### src/rtl/load_wb_unit.sv
// load_wb_unit: load execution and writeback sequencer.
// Accepts a decoded load, reads the containing word from data memory,
// extracts/extends the addressed byte, half or word, then presents a
// single-cycle write to the register file.
//
// Handshake semantics: a memory request transfers on a cycle where
// mem_req_valid && mem_req_ready are both high at the rising edge; while
// mem_req_valid is high and mem_req_ready is low, mem_req_valid and
// mem_addr stay stable. The response side has no ready: mem_resp_valid
// is sampled only in WAIT (earliest the cycle after the request transfer)
// and is ignored in every other state.
module load_wb_unit #(
    parameter int TIMEOUT_CYCLES = 256,
    parameter int CNT_W          = $clog2(TIMEOUT_CYCLES + 1)
) (
    input  logic        clk,
    input  logic        rst,
    input  logic        start,
    input  logic [31:0] addr,
    input  logic [2:0]  funct3,
    input  logic [4:0]  rd,
    output logic        ld_ready,
    output logic        load_busy,
    output logic        mem_req_valid,
    input  logic        mem_req_ready,
    output logic [31:0] mem_addr,
    input  logic        mem_resp_valid,
    input  logic [31:0] mem_rdata,
    output logic        wb_en,
    output logic [4:0]  wb_rd,
    output logic [31:0] wb_data,
    output logic        ld_err,
    output logic [1:0]  dbgState
);

    typedef enum logic [1:0] {
        IDLE = 2'd0,
        REQ  = 2'd1,
        WAIT = 2'd2,
        WB   = 2'd3
    } loadStateT;

    loadStateT   state;
    loadStateT   stateNext;
    logic        errNext;
    logic        errQ;
    logic        badReq;
    logic        timeoutHit;
    logic [31:0] addrQ;
    logic [2:0]  funct3Q;
    logic [4:0]  rdQ;
    logic [31:0] dataQ;
    logic [CNT_W-1:0] cntQ;

    // Pick the addressed lane out of the little-endian word and extend it.
    function automatic logic [31:0] extractLoad(input logic [2:0]  f3,
                                                input logic [1:0]  off,
                                                input logic [31:0] word);
        logic [7:0]  byteVal;
        logic [15:0] halfVal;
        logic [31:0] res;
        byteVal = word[{off, 3'b000} +: 8];
        halfVal = word[{off[1], 4'b0000} +: 16];
        case (f3)
            3'd0:    res = {{24{byteVal[7]}}, byteVal};
            3'd4:    res = {24'd0, byteVal};
            3'd1:    res = {{16{halfVal[15]}}, halfVal};
            3'd5:    res = {16'd0, halfVal};
            default: res = word;
        endcase
        return res;
    endfunction

    // Classify the incoming request: illegal funct3 or misaligned access.
    always_comb begin
        badReq = 1'b0;
        case (funct3)
            3'd0, 3'd4: badReq = 1'b0;
            3'd1, 3'd5: badReq = addr[0];
            3'd2:       badReq = |addr[1:0];
            default:    badReq = 1'b1;
        endcase
    end

    assign timeoutHit = (cntQ == CNT_W'(TIMEOUT_CYCLES - 1));

    // State register.
    always_ff @(posedge clk or negedge rst) begin
        if (!rst) begin
            state <= IDLE;
        end else begin
            state <= stateNext;
        end
    end

    // Next-state logic; errNext marks the cycle before an ld_err pulse.
    always_comb begin
        stateNext = state;
        errNext   = 1'b0;
        case (state)
            IDLE: begin
                if (start) begin
                    if (badReq) begin
                        errNext = 1'b1;
                    end else begin
                        stateNext = REQ;
                    end
                end
            end
            REQ: begin
                if (mem_req_ready) begin
                    stateNext = WAIT;
                end
            end
            WAIT: begin
                if (mem_resp_valid) begin
                    stateNext = WB;
                end else if (timeoutHit) begin
                    stateNext = IDLE;
                    errNext   = 1'b1;
                end
            end
            WB: begin
                stateNext = IDLE;
            end
            default: begin
                stateNext = IDLE;
            end
        endcase
    end

    // Request fields, timeout counter, extracted data and the error pulse.
    always_ff @(posedge clk or negedge rst) begin
        if (!rst) begin
            addrQ   <= '0;
            funct3Q <= '0;
            rdQ     <= '0;
            dataQ   <= '0;
            cntQ    <= '0;
            errQ    <= 1'b0;
        end else begin
            errQ <= errNext;
            if (state == IDLE && start) begin
                addrQ   <= addr;
                funct3Q <= funct3;
                rdQ     <= rd;
            end
            if (state == REQ && mem_req_ready) begin
                cntQ <= '0;
            end else if (state == WAIT && !mem_resp_valid) begin
                cntQ <= cntQ + CNT_W'(1);
            end
            if (state == WAIT && mem_resp_valid) begin
                dataQ <= extractLoad(funct3Q, addrQ[1:0], mem_rdata);
            end
        end
    end

    assign ld_ready      = (state == IDLE);
    assign load_busy     = (state == REQ) || (state == WAIT);
    assign mem_req_valid = (state == REQ);
    assign mem_addr      = (state == REQ) ? {addrQ[31:2], 2'b00} : 32'd0;
    assign wb_en         = (state == WB) && (rdQ != 5'd0);
    assign wb_rd         = wb_en ? rdQ : 5'd0;
    assign wb_data       = wb_en ? dataQ : 32'd0;
    assign ld_err        = errQ;
    assign dbgState      = state;

endmodule

### config.mk
export PLATFORM = sky130hd
export DESIGN_NAME = load_wb_unit
export DESIGN_NICKNAME = d
export VERILOG_FILES = /design/src/rtl/load_wb_unit.sv
export SDC_FILE = /design/constraint.sdc
export NUM_CORES = 1
export LEC_CHECK = 0
export ABC_AREA = 1
export CAP_MARGIN = 5
export CELL_PAD_IN_SITES_DETAIL_PLACEMENT = 2
export CELL_PAD_IN_SITES_GLOBAL_PLACEMENT = 2
export CORE_MARGIN = 3
export CORE_UTILIZATION = 26
export CTS_BUF_LIST = sky130_fd_sc_hd__clkbuf_4 sky130_fd_sc_hd__clkbuf_8
export CTS_CLUSTER_DIAMETER = 150
export DETAILED_ROUTE_END_ITERATION = 8
export PLACE_DENSITY_LB_ADDON = 0.08
export SETUP_SLACK_MARGIN = 0.5
export SYNTH_ARGS = -nofsm -noshare
export SYNTH_HDL_FRONTEND = slang
export SYNTH_SLANG_ARGS = --single-unit
export TNS_END_PERCENT = 50
### constraint.sdc
create_clock -name clk -period 2.52 [get_ports clk]
set_clock_uncertainty 0.2 [all_clocks]
set_input_delay 0.756 -clock clk [delete_from_list [all_inputs] [get_ports clk]]
set_output_delay 0.756 -clock clk [all_outputs]
set_load 0.05 [all_outputs]
==> impl_results.md, run 1 <==
* Outcome: finished, violations left
* Failing checks: negative setup slack
* First-pass iteration count of the detailed router at 4
* Antenna Cells at 0
* Largest net degree at the start of global routing at 42
* Maximum clock path buffer count at 2
* Syn-to-layout area delta at 75.7%
* Total power draw at 10.7 mW
* DR vias at 4770
* Initial antenna violation count at 0
* Compound-gate portion of the synthesized area at 6.41%
* Die Width at 142 µm
* # Max-Cap Violations at 0
* Fill count at 1921
* Synth top area share at 43.6%
* Cell with the most instances after synthesis: nand2_1
* Io pins at 153
* Ratio of cells with drive above 1 in the final layout at 40.7%
* Worst reg2reg path startpoint: dbgState[0]$_DFFE_PN0P_
* Synth cell types at 31
* DRT Wirelength at 18700 µm
* # setup viols final at 65
* Setup slack after layout at -0.168 ns
* # H-tree levels at 3
* Worst VDD drop at 0.443 mV
* Post-Synth Adder-Cell Area at 1.56%
* Hold Vio Cnt, Final at 0
* Drt wl/cell at 17.8 µm
* Post-synthesis mux area share at 7.94%
* CTS tree: done
* Pleak at 3.98 nW
* R2R cell count at 9
* Syn. warnings at 0
* Die extent in y at 142 µm
* Top_reg_cell synth: dfrtp_1
* Worst Path Arrival at 1.73 ns
* Synthesized cell area at 4820 µm²
* RSZ-0062 raised after global routing: yes
* WS Path Type: reg2out
* PD cells at 1260 nW/µm²
* Placer Congestion at 0.807
* First-pass GRT wire length at 29500 µm
* Vias in the first global route at 5359
* Core Region at 18100 µm²
* DR vias/cell at 4.55
* Mapped Cells at 646
* Fin cells at 1049
* PortBufs at 150
* CP required at 1.56 ns
* Worst setup SP type: flop
* Number of DRC markers in iteration 0 at 120
* Register-to-register setup slack at 0.49 ns
* Largest family of logic cells by synthesized area: simple AND/OR/NAND/NOR gates
* Fmax at 372 MHz
* Largest cells by area after synthesis: dfrtp_1, nand2_1, inv_1
* Slew margin rel. at 61.8%
* Initial core utilization at 26.7%
* Final cycle utilization of the critical path at 107%
* Gr ovfl total at 0
* Top cells by count, synth: nand2_1, inv_1, dfrtp_1
* RR Endpoint: dataQ[4]$_DFFE_PN0P_
* Post-DP HPWL at 13700 µm
* Row count at 49
* Yosys top cell by area: dfrtp_1
* Max FO, Critical Path at 3
* CP endpoint kind: primary output
* Root Driver: clkbuf_8
* Hold-fix buffers, CTS at 0
* Sink Count at 84
* Final core utilization at 46.8%
* Num CTS Buffers at 9
* CTS clk-pin slew, worst paths at 0.09 ns
* Placed cells at 1016
* Clk_lat worst skew at 0.37 ns
* Simple-Gate Fraction of Synth Area at 26.7%
* Async set-or-reset flop fraction in the synthesized netlist at 100%
* Final net count at 898
* Post-synth EDFFs at 0
* ANT nets after route at 0
* Synth Area in XOR/XNOR at 0%
* Fin crit period at 2.69 ns
* Slew Limit Fails at 0
* Syn_area_per_cell at 7.46 µm²
* Worst hold path type: in2async
* TNS Setup at -6.61 ns
* Slew of the pin with the lowest slew margin at 0.572 ns
* GRT Resource Usage Total at 18.5%
* Die ar. at 20200 µm²
* Flops & latches, synth at 84
* Sequential area share after synthesis at 43.6%
* Detailed-route DRC error count at 0
-- layout make-up --
type | count | area (µm²) | share of cell area [%]
Inverter | 134 | 631 | 7.44
Timing Repair Buffer | 185 | 2350 | 27.7
Clock inverter | 5 | 81.3 | 0.960
Tap cell | 229 | 287 | 3.38
Clock buffer | 11 | 151 | 1.79
Multi-Input combinational cell | 401 | 2870 | 33.8
Sequential cell | 84 | 2110 | 24.9
-- critical path: stages, from the launching register on --
cell	delay, ns
dfrtp_1	0.40
nor3_2	0.21
nand2_2	0.12
nand2_8	0.11
buf_12	0.11
clkinvlp_4	0.08
nand2_2	0.08
clkinvlp_4	0.10
buf_8	0.16
-- registers in the layout, summed over array words and instances, names as in the netlist --
| signal | flops |
|---|---|
| ld_err | 1 |
| cntQ | 9 |
| dataQ | 32 |
| funct3Q | 3 |
| dbgState | 2 |
| rdQ | 5 |
| addrQ | 32 |
-- routing by layer --
metal	vias up	wire length, µm	track usage [%]
met1	2383	8470	24.8
met2	85	9580	32.0
li1	2290	-	-
met4	0	182	4.39
met3	12	473	2.02
met5	-	0	0
-- placed cells by master (no fill, tap or decap), types with 23 or more instances in the layout --
cell type and instances:
mux2_2 34, buf_12 46, inv_1 92, nand3_1 29, clkinvlp_4 33, nand2_4 33, nor2_4 32, clkdlybuf4s50_1 74
nor2_1 23, nand2_1 139, buf_4 34, dfrtp_1 81
-- kinds of logic after synthesis --
| kind of cell | after synthesis |
|---|---|
| compound gates | 60 |
| fa+ha+maj | 6 |
| buf+inv | 162 |
| flops | 84 |
| mux | 34 |
| other cells | 1 |
| simple gates | 299 |
-- through the flow --
stage | hold slack, ns | area, µm² | worst slack [ns]
after floorplan | 0.249 | 5540 | 0.0168
after global placement | 0.267 | 7580 | 0.140
after detailed placement | 0.270 | 7580 | 0.0723
after CTS | 0.0839 | 8140 | -0.181
after global routing | 0.0996 | 8470 | -0.278
final | 0.0795 | 8470 | -0.168
-- where the power goes --
group / total [mW] / switching (mW) / internal, mW
registers: 2.49 / 0.522 / 1.96
logic: 7.05 / 4.16 / 2.89
clock network: 1.17 / 0.553 / 0.615
total: 10.7 / 5.24 / 5.47
-- repair_timing --
item                                   4_1_cts  5_1_grt
setup buffers                               11        3
pin swaps                                    7       20
resized for setup                           50       62
endpoints found under the hold margin        0        0
cloned                                       2        1
setup endpoints to repair                   79      110
-- how the worst max path moves through the flow --
stage | endpoint | slack (ns) | start
3_3_place_gp | dataQ[16]$_DFFE_PN0P_ | 0.14 | mem_resp_valid
5_1_grt | wb_rd[3] | -0.28 | rdQ[2]$_DFFE_PN0P_
4_1_cts | wb_data[18] | -0.18 | rdQ[3]$_DFFE_PN0P_
2_1_floorplan | wb_rd[3] | 0.02 | dbgState[0]$_DFFE_PN0P_
3_5_place_dp | dbgState[0]$_DFFE_PN0P_ | 0.07 | mem_resp_valid
6_report | wb_rd[3] | -0.17 | rdQ[2]$_DFFE_PN0P_
(Power assumes the default switching activity.)
==> run 2: changes to the inputs <==
--- a/config.mk
+++ b/config.mk
@@ -5,12 +5,11 @@
 export SDC_FILE = /design/constraint.sdc
 export NUM_CORES = 1
 export LEC_CHECK = 0
-export ABC_AREA = 1
 export CAP_MARGIN = 5
 export CELL_PAD_IN_SITES_DETAIL_PLACEMENT = 2
 export CELL_PAD_IN_SITES_GLOBAL_PLACEMENT = 2
 export CORE_MARGIN = 3
-export CORE_UTILIZATION = 26
+export CORE_UTILIZATION = 28
 export CTS_BUF_LIST = sky130_fd_sc_hd__clkbuf_4 sky130_fd_sc_hd__clkbuf_8
 export CTS_CLUSTER_DIAMETER = 150
 export DETAILED_ROUTE_END_ITERATION = 8
==> constraint.sdc (replaced) <==
create_clock -name clk -period 2.6 [get_ports clk]
set_clock_uncertainty 0.2 [all_clocks]
set_input_delay 0.78 -clock clk [delete_from_list [all_inputs] [get_ports clk]]
set_output_delay 0.78 -clock clk [all_outputs]
set_load 0.05 [all_outputs]
==> run 2 against run 1 <==
  * Largest power group unchanged
  * Critical path type unchanged
  * Cell area is 12% lower
  * Global-route usage rose by 0.65 points
  * Register-to-register slack improved by 0.13 ns
  * Core utilization is 1.6 points higher
  * Clock-buffer cell count decreased by 1
  * The flow still finishes with violations (negative setup slack)
  * Combinational power down 14%
  * Die area down 14%
  * Sequential share of layout area is 3.4 points higher
  * Routed wire length decreased by 8.3%
  * Total power down 11%
  * Critical path depth decreased by 4
  * Largest cell class is now buffers
  * Non-clock buffer count decreased by 4
==> impl_results.md, run 2 <==
* Top flop regs: addrQ x32, dataQ x32, cntQ x9
* Die ar. at 17400 µm²
* Slew of the pin with the lowest slew margin at 0.535 ns
* Row count at 45
* Setup slack after layout at -0.362 ns
* Core Region at 15400 µm²
* First-pass GRT wire length at 26100 µm
* Drt wl/cell at 20.8 µm
* Ratio of cells with drive above 1 in the final layout at 40.6%
* Synthesized cell area at 4440 µm²
* Top_reg_cell synth: dfrtp_1
* Worst hold path type: in2async
* Worst VDD drop at 0.444 mV
* WS Path Type: reg2out
* CTS clk-pin slew, worst paths at 0.09 ns
* First-pass iteration count of the detailed router at 4
* Total power draw at 9.53 mW
* Initial core utilization at 28.9%
* Root Driver: clkbuf_8
* Fill count at 1547
* Register-to-register setup slack at 0.62 ns
* # Max-Cap Violations at 0
* Num CTS Buffers at 9
* RSZ-0062 raised after global routing: yes
* Post-synth EDFFs at 0
* Outcome: finished, violations left
* Top cells by count, synth: dfrtp_1, a21oi_1, mux2_2
* Syn_area_per_cell at 10.0 µm²
* CP max stage cell: or4_4
* Syn-to-layout area delta at 67.6%
* Slew Limit Fails at 0
* DR vias/cell at 4.79
* Io pins at 153
* Antenna Cells at 0
* Clk_lat worst skew at 0.36 ns
* Worst Path Arrival at 1.98 ns
* Placer Congestion at 0.787
* Fin crit period at 2.96 ns
* Pleak at 3.21 nW
* Synth cell types at 46
* # setup viols final at 47
* Cell Chain, Critical Path: or4_4 > o21a_4 > and2_4 > buf_8
* CP required at 1.62 ns
* Slew margin rel. at 64.4%
* Initial antenna violation count at 0
* Fmax at 338 MHz
* DR vias at 3946
* Sequential area share after synthesis at 47.4%
* Synth top area share at 47.4%
* Gr ovfl total at 0
* ANT nets after route at 0
* Number of DRC markers in iteration 0 at 121
* Async set-or-reset flop fraction in the synthesized netlist at 100%
* Largest cells by area after synthesis: dfrtp_1, mux2_2, a21oi_1
* Area of the multi-input gates at 2330 µm²
* Hold Worst Slack at 0.154 ns
* Most common cell after layout, fill and taps aside: dfrtp_1
* Cell with the most instances after synthesis: dfrtp_1
* Commonest cells after routing, fill and taps aside: dfrtp_1, clkdlybuf4s50_1, buf_12
* TNS Setup at -11.53 ns
* GRT Resource Usage Total at 19.2%
* Maximum clock path buffer count at 2
* PD cells at 1280 nW/µm²
* Flops & latches, synth at 84
* Hold-fix buffers, CTS at 0
* # H-tree levels at 3
* Max FO, Critical Path at 5
* Final net count at 691
* Max incr delay on CP at 0.61 ns
* PortBufs at 150
* Worst setup SP type: flop
* Detailed-route DRC error count at 0
* Vias in the first global route at 4326
* DRT Wirelength at 17200 µm
* Register area at 2100 µm²
* Die extent in y at 132 µm
* Hold Vio Cnt, Final at 0
* Mapped Cells at 442
* Yosys top cell by area: dfrtp_1
* Final core utilization at 48.4%
* Final cycle utilization of the critical path at 114%
* Die Width at 132 µm
* Sink Count at 84
* Failing checks: negative setup slack
* Syn. warnings at 0
* Post-DP HPWL at 11700 µm
* CTS tree: done
* Largest net degree at the start of global routing at 42
* CP endpoint kind: primary output
run 2: final timing paths:
kind / startpoint / endpoint / cells past startpoint
max: rdQ[1]$_DFFE_PN0P_ / wb_data[0] / 4
min: rst / addrQ[2]$_DFFE_PN0P_ / 1
max reg2reg: funct3Q[1]$_DFFE_PN0P_ / dataQ[4]$_DFFE_PN0P_ / 5
min reg2reg: dataQ[2]$_DFFE_PN0P_ / dataQ[2]$_DFFE_PN0P_ / 2
max in group asynchronous: rst / dbgState[0]$_DFFE_PN0P_ / 2
min in group clk: dataQ[2]$_DFFE_PN0P_ / dataQ[2]$_DFFE_PN0P_ / 2
run 2: worst max-delay path, delay by kind of cell, from the launching register on:
| kind | cells | cell delay [ns] |
|---|---|---|
| AO/OA/AOI/OAI | 1 | 0.31 |
| flip-flops | 1 | 0.39 |
| buffers and inverters | 1 | 0.14 |
| AND/OR/NAND/NOR | 2 | 0.77 |
run 2: layout make-up:
| type | instances | area share, % |
|---|---|---|
| timing repair buffer | 181 | 33.0 |
| clock buffer | 10 | 1.85 |
| inverter | 14 | 0.774 |
| multi-input combinational | 318 | 31.3 |
| sequential | 84 | 28.3 |
| tap | 211 | 3.55 |
| clock inverter | 6 | 1.26 |
run 2: routing by layer:
metal | part of all wire, % | wire length (µm) | vias up | global-route usage, %
li1 | - | - | 1845 | -
met5 | 0 | 0 | - | 0
met2 | 50 | 8580 | 85 | 31.3
met4 | 1.2 | 212 | 0 | 5.13
met3 | 3.4 | 576 | 14 | 3.28
met1 | 45 | 7790 | 2002 | 26.3
run 2: report_power, final:
group          internal (mW)  switching, mW  total [mW]
registers               1.91          0.438        2.35
logic                   2.95           3.13        6.09
clock network          0.576          0.518        1.09
run 2: what timing repair did:
item	4_1_cts	5_1_grt
gates cloned	4	2
resized for setup	38	17
endpoints found under the setup margin	91	88
endpoints found under the hold margin	0	0
pin swaps	33	27
buffers inserted	5	5
run 2: through the flow:
stage / cell area (µm²) / std cells / worst slack (ns)
global route: 7440 / 824 / -0.402
global placement: 6880 / 792 / -0.0315
detailed placement: 6880 / 792 / -0.0749
finish: 7440 / 824 / -0.362
CTS: 7300 / 817 / -0.378
floorplan: 4580 / 443 / 0.159
run 2: cells by family (layout without fill, tap and decap cells):
kind of cell / count (synthesis) / in the layout / synth area share, %
XOR/XNOR: 6 / 6 / 1.18
AND/OR/NAND/NOR: 155 / 155 / 20.1
other: 1 / 2 / 0.0845
adder cells (fa/ha/maj): 6 / 6 / 1.69
AO/OA/AOI/OAI: 101 / 105 / 13.2
buffers and inverters: 45 / 211 / 4.90
multiplexers: 44 / 44 / 11.5
flip-flops: 84 / 84 / 47.4
